[src/rtl/gpio_pkg.sv]
// Purpose: shared constants for the GPIO bank (register offsets, edge-sense modes).
// Latency: n/a (constants only).
// Backpressure: n/a.
package gpio_pkg;

   // Register offsets within one port's 8-address window
   localparam logic [2:0] GPIO_DIR      = 3'd0;
   localparam logic [2:0] GPIO_OUT      = 3'd1;
   localparam logic [2:0] GPIO_OUTSET   = 3'd2;
   localparam logic [2:0] GPIO_OUTCLR   = 3'd3;
   localparam logic [2:0] GPIO_OUTTGL   = 3'd4;
   localparam logic [2:0] GPIO_IN       = 3'd5;
   localparam logic [2:0] GPIO_INTMASK  = 3'd6;
   localparam logic [2:0] GPIO_INTFLAGS = 3'd7;

   // Pin-change sense selection
   localparam int EDGE_BOTH = 0;
   localparam int EDGE_RISE = 1;
   localparam int EDGE_FALL = 2;

endpackage

[src/rtl/gpio_port.sv]
// Purpose: one GPIO port - DIR/OUT/INTMASK/INTFLAGS registers, input synchroniser, pin-change detect.
// Latency: register writes commit at the strobe edge; reads combinational; pad->IN SYNC_STAGES edges, pad->flag SYNC_STAGES+1.
// Backpressure: none; every access completes in the cycle it is presented.
// Ports: clk/rst (sync, active high); arm enables flag setting; sel/we/offset/wr_dat form the
//        local register access; rd_dat is 0 unless sel; pin_in pads; pin_out/pin_oe drive; irq = |(flags & mask).
module gpio_port
   import gpio_pkg::*;
#(
   parameter int PORT_WIDTH  = 8,
   parameter int SYNC_STAGES = 2,
   parameter int EDGE_MODE   = EDGE_BOTH
) (
   input  logic                  clk,
   input  logic                  rst,
   input  logic                  arm,
   input  logic                  sel,
   input  logic                  we,
   input  logic [2:0]            offset,
   input  logic [PORT_WIDTH-1:0] wr_dat,
   output logic [7:0]            rd_dat,
   input  logic [PORT_WIDTH-1:0] pin_in,
   output logic [PORT_WIDTH-1:0] pin_out,
   output logic [PORT_WIDTH-1:0] pin_oe,
   output logic                  irq
);

   logic [PORT_WIDTH-1:0] dir_q;
   logic [PORT_WIDTH-1:0] out_q;
   logic [PORT_WIDTH-1:0] mask_q;
   logic [PORT_WIDTH-1:0] flags_q;
   logic [PORT_WIDTH-1:0] prev_q;
   logic [PORT_WIDTH-1:0] sync_q [SYNC_STAGES];

   logic [PORT_WIDTH-1:0] in_val;
   logic [PORT_WIDTH-1:0] det;
   logic [PORT_WIDTH-1:0] w1c;
   logic [PORT_WIDTH-1:0] rd_val;
   logic                  wr_en;

   assign in_val = sync_q[SYNC_STAGES-1];
   assign wr_en  = sel & we;

   always_comb begin
      if (EDGE_MODE == EDGE_RISE)
         det = in_val & ~prev_q;
      else if (EDGE_MODE == EDGE_FALL)
         det = ~in_val & prev_q;
      else
         det = in_val ^ prev_q;
   end

   assign w1c = (wr_en && offset == GPIO_INTFLAGS) ? wr_dat : '0;

   always_ff @(posedge clk) begin
      if (rst) begin
         dir_q   <= '0;
         out_q   <= '0;
         mask_q  <= '0;
         flags_q <= '0;
         prev_q  <= '0;
         for (int i = 0; i < SYNC_STAGES; i++) sync_q[i] <= '0;
      end else begin
         sync_q[0] <= pin_in;
         for (int i = 1; i < SYNC_STAGES; i++) sync_q[i] <= sync_q[i-1];
         prev_q <= in_val;
         // Clear first, then OR in new events so a coincident edge survives the clear
         flags_q <= (flags_q & ~w1c) | (arm ? det : '0);
         if (wr_en) begin
            case (offset)
               GPIO_DIR:     dir_q  <= wr_dat;
               GPIO_OUT:     out_q  <= wr_dat;
               GPIO_OUTSET:  out_q  <= out_q | wr_dat;
               GPIO_OUTCLR:  out_q  <= out_q & ~wr_dat;
               GPIO_OUTTGL:  out_q  <= out_q ^ wr_dat;
               GPIO_INTMASK: mask_q <= wr_dat;
               default:      ;
            endcase
         end
      end
   end

   always_comb begin
      case (offset)
         GPIO_DIR:      rd_val = dir_q;
         GPIO_IN:       rd_val = in_val;
         GPIO_INTMASK:  rd_val = mask_q;
         GPIO_INTFLAGS: rd_val = flags_q;
         default:       rd_val = out_q;   // OUT and the three strobe offsets
      endcase
   end

   always_comb begin
      rd_dat = '0;
      if (sel) rd_dat[PORT_WIDTH-1:0] = rd_val;
   end

   assign pin_out = out_q;
   assign pin_oe  = dir_q;
   assign irq     = |(flags_q & mask_q);

endmodule

[src/rtl/io_gpio_bank.sv]
// Purpose: multi-port GPIO bank on the 6-bit IO bus - address decode, port array, read/irq merge, arming.
// Latency: writes commit at the strobe edge; reads and io_hit combinational; irq combinational from flags.
// Backpressure: none; the IO bus has no stall, every strobe completes in one cycle.
// Ports: clk/rst (sync, active high); io_re/io_we/io_addr/io_out core access; io_in read data (0 if no hit);
//        io_hit for the top-level read mux; pin_in/pin_out/pin_oe pads, port k at [k*PORT_WIDTH +: PORT_WIDTH]; irq.
module io_gpio_bank
   import gpio_pkg::*;
#(
   parameter int NUM_PORTS   = 2,
   parameter int PORT_WIDTH  = 8,
   parameter int BASE_ADDR   = 0,
   parameter int SYNC_STAGES = 2,
   parameter int EDGE_MODE   = EDGE_BOTH
) (
   input  logic                            clk,
   input  logic                            rst,
   input  logic                            io_re,
   input  logic                            io_we,
   input  logic [5:0]                      io_addr,
   input  logic [7:0]                      io_out,
   output logic [7:0]                      io_in,
   output logic                            io_hit,
   input  logic [NUM_PORTS*PORT_WIDTH-1:0] pin_in,
   output logic [NUM_PORTS*PORT_WIDTH-1:0] pin_out,
   output logic [NUM_PORTS*PORT_WIDTH-1:0] pin_oe,
   output logic                            irq
);

   localparam int ARM_LEN = SYNC_STAGES + 1;
   localparam int ARM_W   = $clog2(ARM_LEN + 1);

   logic [6:0]       rel;
   logic             in_range;
   logic [1:0]       port_idx;
   logic [2:0]       offset;
   logic [ARM_W-1:0] arm_cnt;
   logic             arm;
   logic [7:0]       port_rd  [NUM_PORTS];
   logic [NUM_PORTS-1:0] port_irq;

   // The bank always claims a 4-port window; an address below BASE_ADDR wraps and sets rel[6]
   assign rel      = {1'b0, io_addr} - 7'(BASE_ADDR);
   assign in_range = (rel[6:5] == 2'b00);
   assign port_idx = rel[4:3];
   assign offset   = rel[2:0];
   assign io_hit   = in_range & (io_re | io_we);

   // Holds off flag setting until the synchronisers and prev hold real pad samples
   assign arm = (arm_cnt == ARM_W'(ARM_LEN));

   always_ff @(posedge clk) begin
      if (rst)
         arm_cnt <= '0;
      else if (!arm)
         arm_cnt <= arm_cnt + ARM_W'(1);
   end

   for (genvar k = 0; k < NUM_PORTS; k++) begin : g_port
      gpio_port #(
         .PORT_WIDTH  (PORT_WIDTH),
         .SYNC_STAGES (SYNC_STAGES),
         .EDGE_MODE   (EDGE_MODE)
      ) u_port (
         .clk     (clk),
         .rst     (rst),
         .arm     (arm),
         .sel     (io_hit && (port_idx == 2'(k))),
         .we      (io_we),
         .offset  (offset),
         .wr_dat  (io_out[PORT_WIDTH-1:0]),
         .rd_dat  (port_rd[k]),
         .pin_in  (pin_in[k*PORT_WIDTH +: PORT_WIDTH]),
         .pin_out (pin_out[k*PORT_WIDTH +: PORT_WIDTH]),
         .pin_oe  (pin_oe[k*PORT_WIDTH +: PORT_WIDTH]),
         .irq     (port_irq[k])
      );
   end

   // At most one port is selected, so OR-merge is a mux
   always_comb begin
      io_in = '0;
      for (int k = 0; k < NUM_PORTS; k++) io_in = io_in | port_rd[k];
   end

   assign irq = |port_irq;

endmodule

[config.mk]
export PLATFORM = sky130hd
export DESIGN_NAME = io_gpio_bank
export DESIGN_NICKNAME = d
export VERILOG_FILES = /design/src/rtl/gpio_pkg.sv /design/src/rtl/gpio_port.sv /design/src/rtl/io_gpio_bank.sv
export SDC_FILE = /design/constraint.sdc
export NUM_CORES = 1
export LEC_CHECK = 0
export CAP_MARGIN = 20
export CELL_PAD_IN_SITES_DETAIL_PLACEMENT = 1
export CELL_PAD_IN_SITES_GLOBAL_PLACEMENT = 2
export CORE_MARGIN = 2
export CORE_UTILIZATION = 34
export CTS_BUF_LIST = sky130_fd_sc_hd__clkbuf_16
export DETAILED_ROUTE_END_ITERATION = 12
export PLACE_DENSITY_LB_ADDON = 0.1
export SLEW_MARGIN = 20
export SYNTH_ARGS = -nofsm -noshare
export SYNTH_HDL_FRONTEND = slang
export SYNTH_HIERARCHICAL = 1
export SYNTH_SLANG_ARGS = --single-unit
[constraint.sdc]
create_clock -name clk -period 4 [get_ports clk]
set_input_delay 1.2 -clock clk [delete_from_list [all_inputs] [get_ports clk]]
set_output_delay 1.2 -clock clk [all_outputs]
set_load 0.01 [all_outputs]
======== Word-level counts from Yosys, hierarchy flattened ========
Memories as Yosys holds them, arrays and structs flattened.
Cells that the tools add are included.
storage, ports and cells
  output and inout port bits .............. 42
  flip-flop bits (word level) ............. 82
  memories kept ........................... 2
  logic and storage cells ................. 81
  memory bits (writable) .................. 32
  bits of input ports ..................... 34
operators by class
  muxes and demuxes ....................... 17
  add/subtract/negate cells ............... 1
  bitwise gates (word level) .............. 26
  equal/unequal tests ..................... 9
  reduce and logical (&&, ||, !) cells .... 15
memory list
  name                     words  bits a word  read ports  clocked after Yosys merged registers in  write ports  line             source
  g_port[0].u_port.sync_q  2      8            2           0                                        2            gpio_port.sv:32  logic [PORT_WIDTH-1:0] sync_q [SYNC_STAGES];
  g_port[1].u_port.sync_q  2      8            2           0                                        2            gpio_port.sv:32
operator list
  kind                                                                   number
  8-bit one-hot mux with 4 select lines                                  4
  8-bit 2-to-1 mux                                                       10
  8-bit AND                                                              6
  8-bit OR                                                               5
  8-bit XOR                                                              4
  8-bit inverter                                                         3
  16-bit OR reduction                                                    1
  3-bit equality test, second input constant                             4
  2-bit AND reduction                                                    6
  3-bit by 2-bit equality test with 1-bit output, second input constant  2
  1-bit OR                                                               5
  1-bit logical AND                                                      4
  2-bit logical NOT                                                      2
  4-bit nonzero test                                                     1
  1-bit AND                                                              3
  3-bit by 1-bit equality test with 1-bit output, second input constant  1
  3-bit logical NOT                                                      1
  1-bit 2-to-1 mux                                                       3
  2-bit by 1-bit adder with 2-bit output, second input constant          1
  2-bit by 1-bit equality test with 1-bit output, second input constant  1
  2-bit equality test, second input constant                             1

======== Logic depth before layout (Yosys ltp) ========
  depth after elaboration ................. 9
  mapped depth ............................ 7
  depth with buffers taken out ............ 6

======== Cells and area by module ========
The synthesis kept the hierarchy.
by module, submodules not included
  module        cells each  sequential area each (um^2)  times used  area an instance (um^2)
  gpio_port     319         1121.1                       2           2841.5
  io_gpio_bank  20          40.0                         1           170.2

======== Worst setup path before layout ========
No wires, ideal clock.
  path kind ............................... input to output
  start ................................... input io_addr[1]
  end ..................................... output io_in[0]
  stages on the path ...................... 6
  arrival ................................. 2.409 ns
  slack ................................... 0.391 ns
  path through ............................ buf_4 clkbuf_1 mux2_2 nand3_1 a21oi_1 or2_2
RTL lines
  element      line                source
  from (decl)  io_gpio_bank.sv:19  input logic [5:0] io_addr,
  to (decl)    io_gpio_bank.sv:21  output logic [7:0] io_in,

==> results.cfg <==
[global_routing]
grt_pass1_wl_um = 29150
grt_usage_pct = 21.29
grt_antenna_before_repair = 0
grt_overflow = 0
grt_start_max_net_pins = 58
grt_pass1_vias = 5216

[clocking]
clk_path_buf_depth = 2
clock_tree.root_cell = clkbuf_16
cts_tree = yes
numCtsBuffers = 17
htreeDepth = 4
cts.hold.buffers_added = 0
clock_latency_ns = 0.42
clk_pin_slew_ns = 0.06
clock-sinks = 114

[power_and_ir_drop]
pwr-share-clk_pct = 48.3
p_sw_uw = 765.7
p_leak_nw = 3.177
power_mw = 2.916
comb_power_share_pct = 10.9
power.share.switching_pct = 26.26
ir_drop_v = 0.0003046
power_density_mw_per_mm2 = 385.6
seqPwrFrac_pct = 40.8
p_int_mw = 2.150

[routing]
drc_errors = 0
vias_per_cell = 5.115
initialDrtViolationCount = 264
drtPass1Iterations = 4
wl_per_cell_um = 19.06
wl_um = 18720
dr_total_vias = 5023
antenna_left = 0

[layout]
multiInputGateArea_sq_mm = 0.003258
n_antenna_cell = 0
num-nets-final = 817
final_cell_mix = 114 x dfxtp_1, 64 x nor2b_1, 58 x clkdlybuf4s50_1
drive_above_1_share_pct = 14.96
syn_to_final_growth_pct = 29.20
final_common_cell = dfxtp_1
regArea_sq_mm = 0.002282
nFillCells = 1951

[synth]
yosysWarnings = 6
yosysSeqAreaShare_pct = 38.99
netlist_instances = 658
netlist_area_sq_mm = 0.005853
syn_nets = 725
yosysUniqueCellTypes = 37
ys_ff_latch = 114
synth.avg_cell_area_sq_um = 8.895

[sta]
timing.hold.ws_ns = 0.4361
post-route-min-period_ns = 3.942
rsz0062_at_grt = false
setup_slack_ns = 0.05844
final_max_slew_viol_count = 0
timing.fmax_mhz = 253.7
setup_viol = 0
worst_pin_slew_ns = 0.9443
hold_viol_final = 0
finalCritPeriodShare_pct = 98.54
skew_ns = 0.006888
slew-limit-headroom_pct = 37.05

[floorplanning]
core_sq_mm = 0.01670
io_pins = 76
die_width_um = 135.2
row_count = 47
die-height_um = 135.2
initial_core_util_pct = 35.05
die-area_sq_mm = 0.01828

[place]
port_buffers = 75
hpwl_um = 13400
dp_slack_ns = -0.3785
place_congestion = 0.8323

[critical_path]
end_kind = output port
cp.arrival_ns = 2.74
path_max_fanout = 2
cp.required_ns = 2.80
crit_type = input pin to output port
critPathLaunchType = input pin

[flow_run]
maxCapViolCount = 0

[outcome]
status = complete, no violations

[min_path]
worstHoldPathType = register to register
==> per-stage QoR <==
step	cell area, sq um	TNS (ns)	instances	utilization, %
after floorplan	5853	0	658	-
after global placement	6879	-2.136	942	41.19
after detailed placement	6879	-2.550	942	41.19
after CTS	7533	0	981	45.11
after global routing	7562	0	982	45.28
final	7562	0	982	45.28
==> repair_timing <==
action	4_1_cts	5_1_grt
setup buffers	6	1
resized for setup	31	19
cloned	2	0
endpoints found under the setup margin	8	7
hold endpoints to repair	0	0
pin swaps	3	2
==> cell usage after synthesis <==
| cell type | number | area share, % |
|---|---|---|
| nand2_1 | 48 | 3.1 |
| clkbuf_1 | 22 | 1.4 |
| a41oi_4 | 2 | 0.94 |
| buf_6 | 4 | 0.77 |
| a2bb2oi_1 | 10 | 1.5 |
| inv_1 | 42 | 2.7 |
| mux2_2 | 10 | 1.9 |
| buf_4 | 2 | 0.26 |
| a211o_1 | 6 | 0.90 |
| o21ai_0 | 58 | 5.0 |
| or2_2 | 13 | 1.4 |
| nand2_4 | 2 | 0.38 |
| a22oi_1 | 12 | 1.5 |
| ha_1 | 33 | 7.1 |
| o21ai_2 | 2 | 0.30 |
| a32o_1 | 16 | 2.7 |
| nor4_2 | 1 | 0.21 |
| nor3_2 | 2 | 0.34 |
| nand3_1 | 14 | 1.2 |
| nor4b_2 | 1 | 0.26 |
| nor2_1 | 44 | 2.8 |
| nand2b_1 | 2 | 0.21 |
| and2_1 | 2 | 0.21 |
| mux2i_1 | 45 | 7.7 |
| xor2_1 | 17 | 2.5 |
| nor2_2 | 2 | 0.21 |
| buf_2 | 10 | 0.86 |
| a21oi_1 | 34 | 2.9 |
| or3_1 | 2 | 0.21 |
| dfxtp_1 | 114 | 39 |
| nor3b_1 | 2 | 0.26 |
| buf_1 | 2 | 0.13 |
| o211ai_1 | 10 | 1.3 |
| or4_1 | 2 | 0.26 |
| nand4_1 | 4 | 0.43 |
| o221ai_1 | 2 | 0.30 |
| nor2b_1 | 64 | 6.8 |
==> cell type report <==
type / count / area share [%]
Clock buffer: 17 / 5.625
Clock inverter: 14 / 1.572
Inverter: 42 / 2.085
Multi-Input combinational cell: 462 / 43.08
Sequential cell: 114 / 30.18
Tap cell: 220 / 3.640
Timing Repair Buffer: 113 / 13.82
==> cell families (layout without fill, tap and decap cells) <==
group                      Yosys count  count (layout)  synth area share [%]
and+or+nand+nor                    205             205                 18.32
AOI/OAI and AO/OA                  152             152                 17.36
DFF                                114             114                 38.99
buffers and inverters               82             186                 6.114
muxes                               55              55                 9.619
adders and majority gates           33              33                 7.054
xor gates and xnor gates            17              17                 2.544
==> worst paths after layout <==
kind                                    end  slack (ns)  depth (start not counted)                     startpoint
min          g_port[1].u_port/sync_q[0][12]        0.44                          1  g_port[1].u_port/sync_q[0][4]
max reg2reg                      arm_cnt[1]        2.41                          3                     arm_cnt[0]
max                                io_in[3]        0.06                          8                     io_addr[3]
min reg2reg  g_port[1].u_port/sync_q[0][12]        0.44                          1  g_port[1].u_port/sync_q[0][4]
==> routing by layer <==
metal / part of all wire [%] / wire length, um / GRT usage (%)
met4: 1.9 / 361 / 7.350
met1: 43 / 8115 / 25.28
met2: 52 / 9787 / 38.13
met3: 2.4 / 450 / 4.415
met5: 0 / 0 / 0
==> flip-flops by register name, summed over array words and instances (netlist names) <==
name,count
g_port.u_port/pin_out,16
arm_cnt,2
g_port.u_port/mask_q,16
g_port.u_port/pin_oe,16
g_port.u_port/sync_q,32
g_port.u_port/prev_q,16
g_port.u_port/flags_q,16
==> critical path: stages <==
cell and delay, ns:
dlygate4sd2_1 0.27, nor4_4 0.35, buf_4 0.19, buf_4 0.12
o21ai_0 0.08, a21oi_1 0.15, or2_2 0.15, clkdlybuf4s15_1 0.23
==> power by group through the flow <==
stage	Combinational, mW	Sequential (mW)	Clock, mW
after global routing	0.352	1.19	1.49
after floorplan	0.182	1.21	0
after detailed placement	0.307	1.21	0
final	0.319	1.19	1.41
after CTS	0.317	1.19	1.44
after global placement	0.296	1.21	0
No activity file was read; power rests on OpenSTA's default activity.
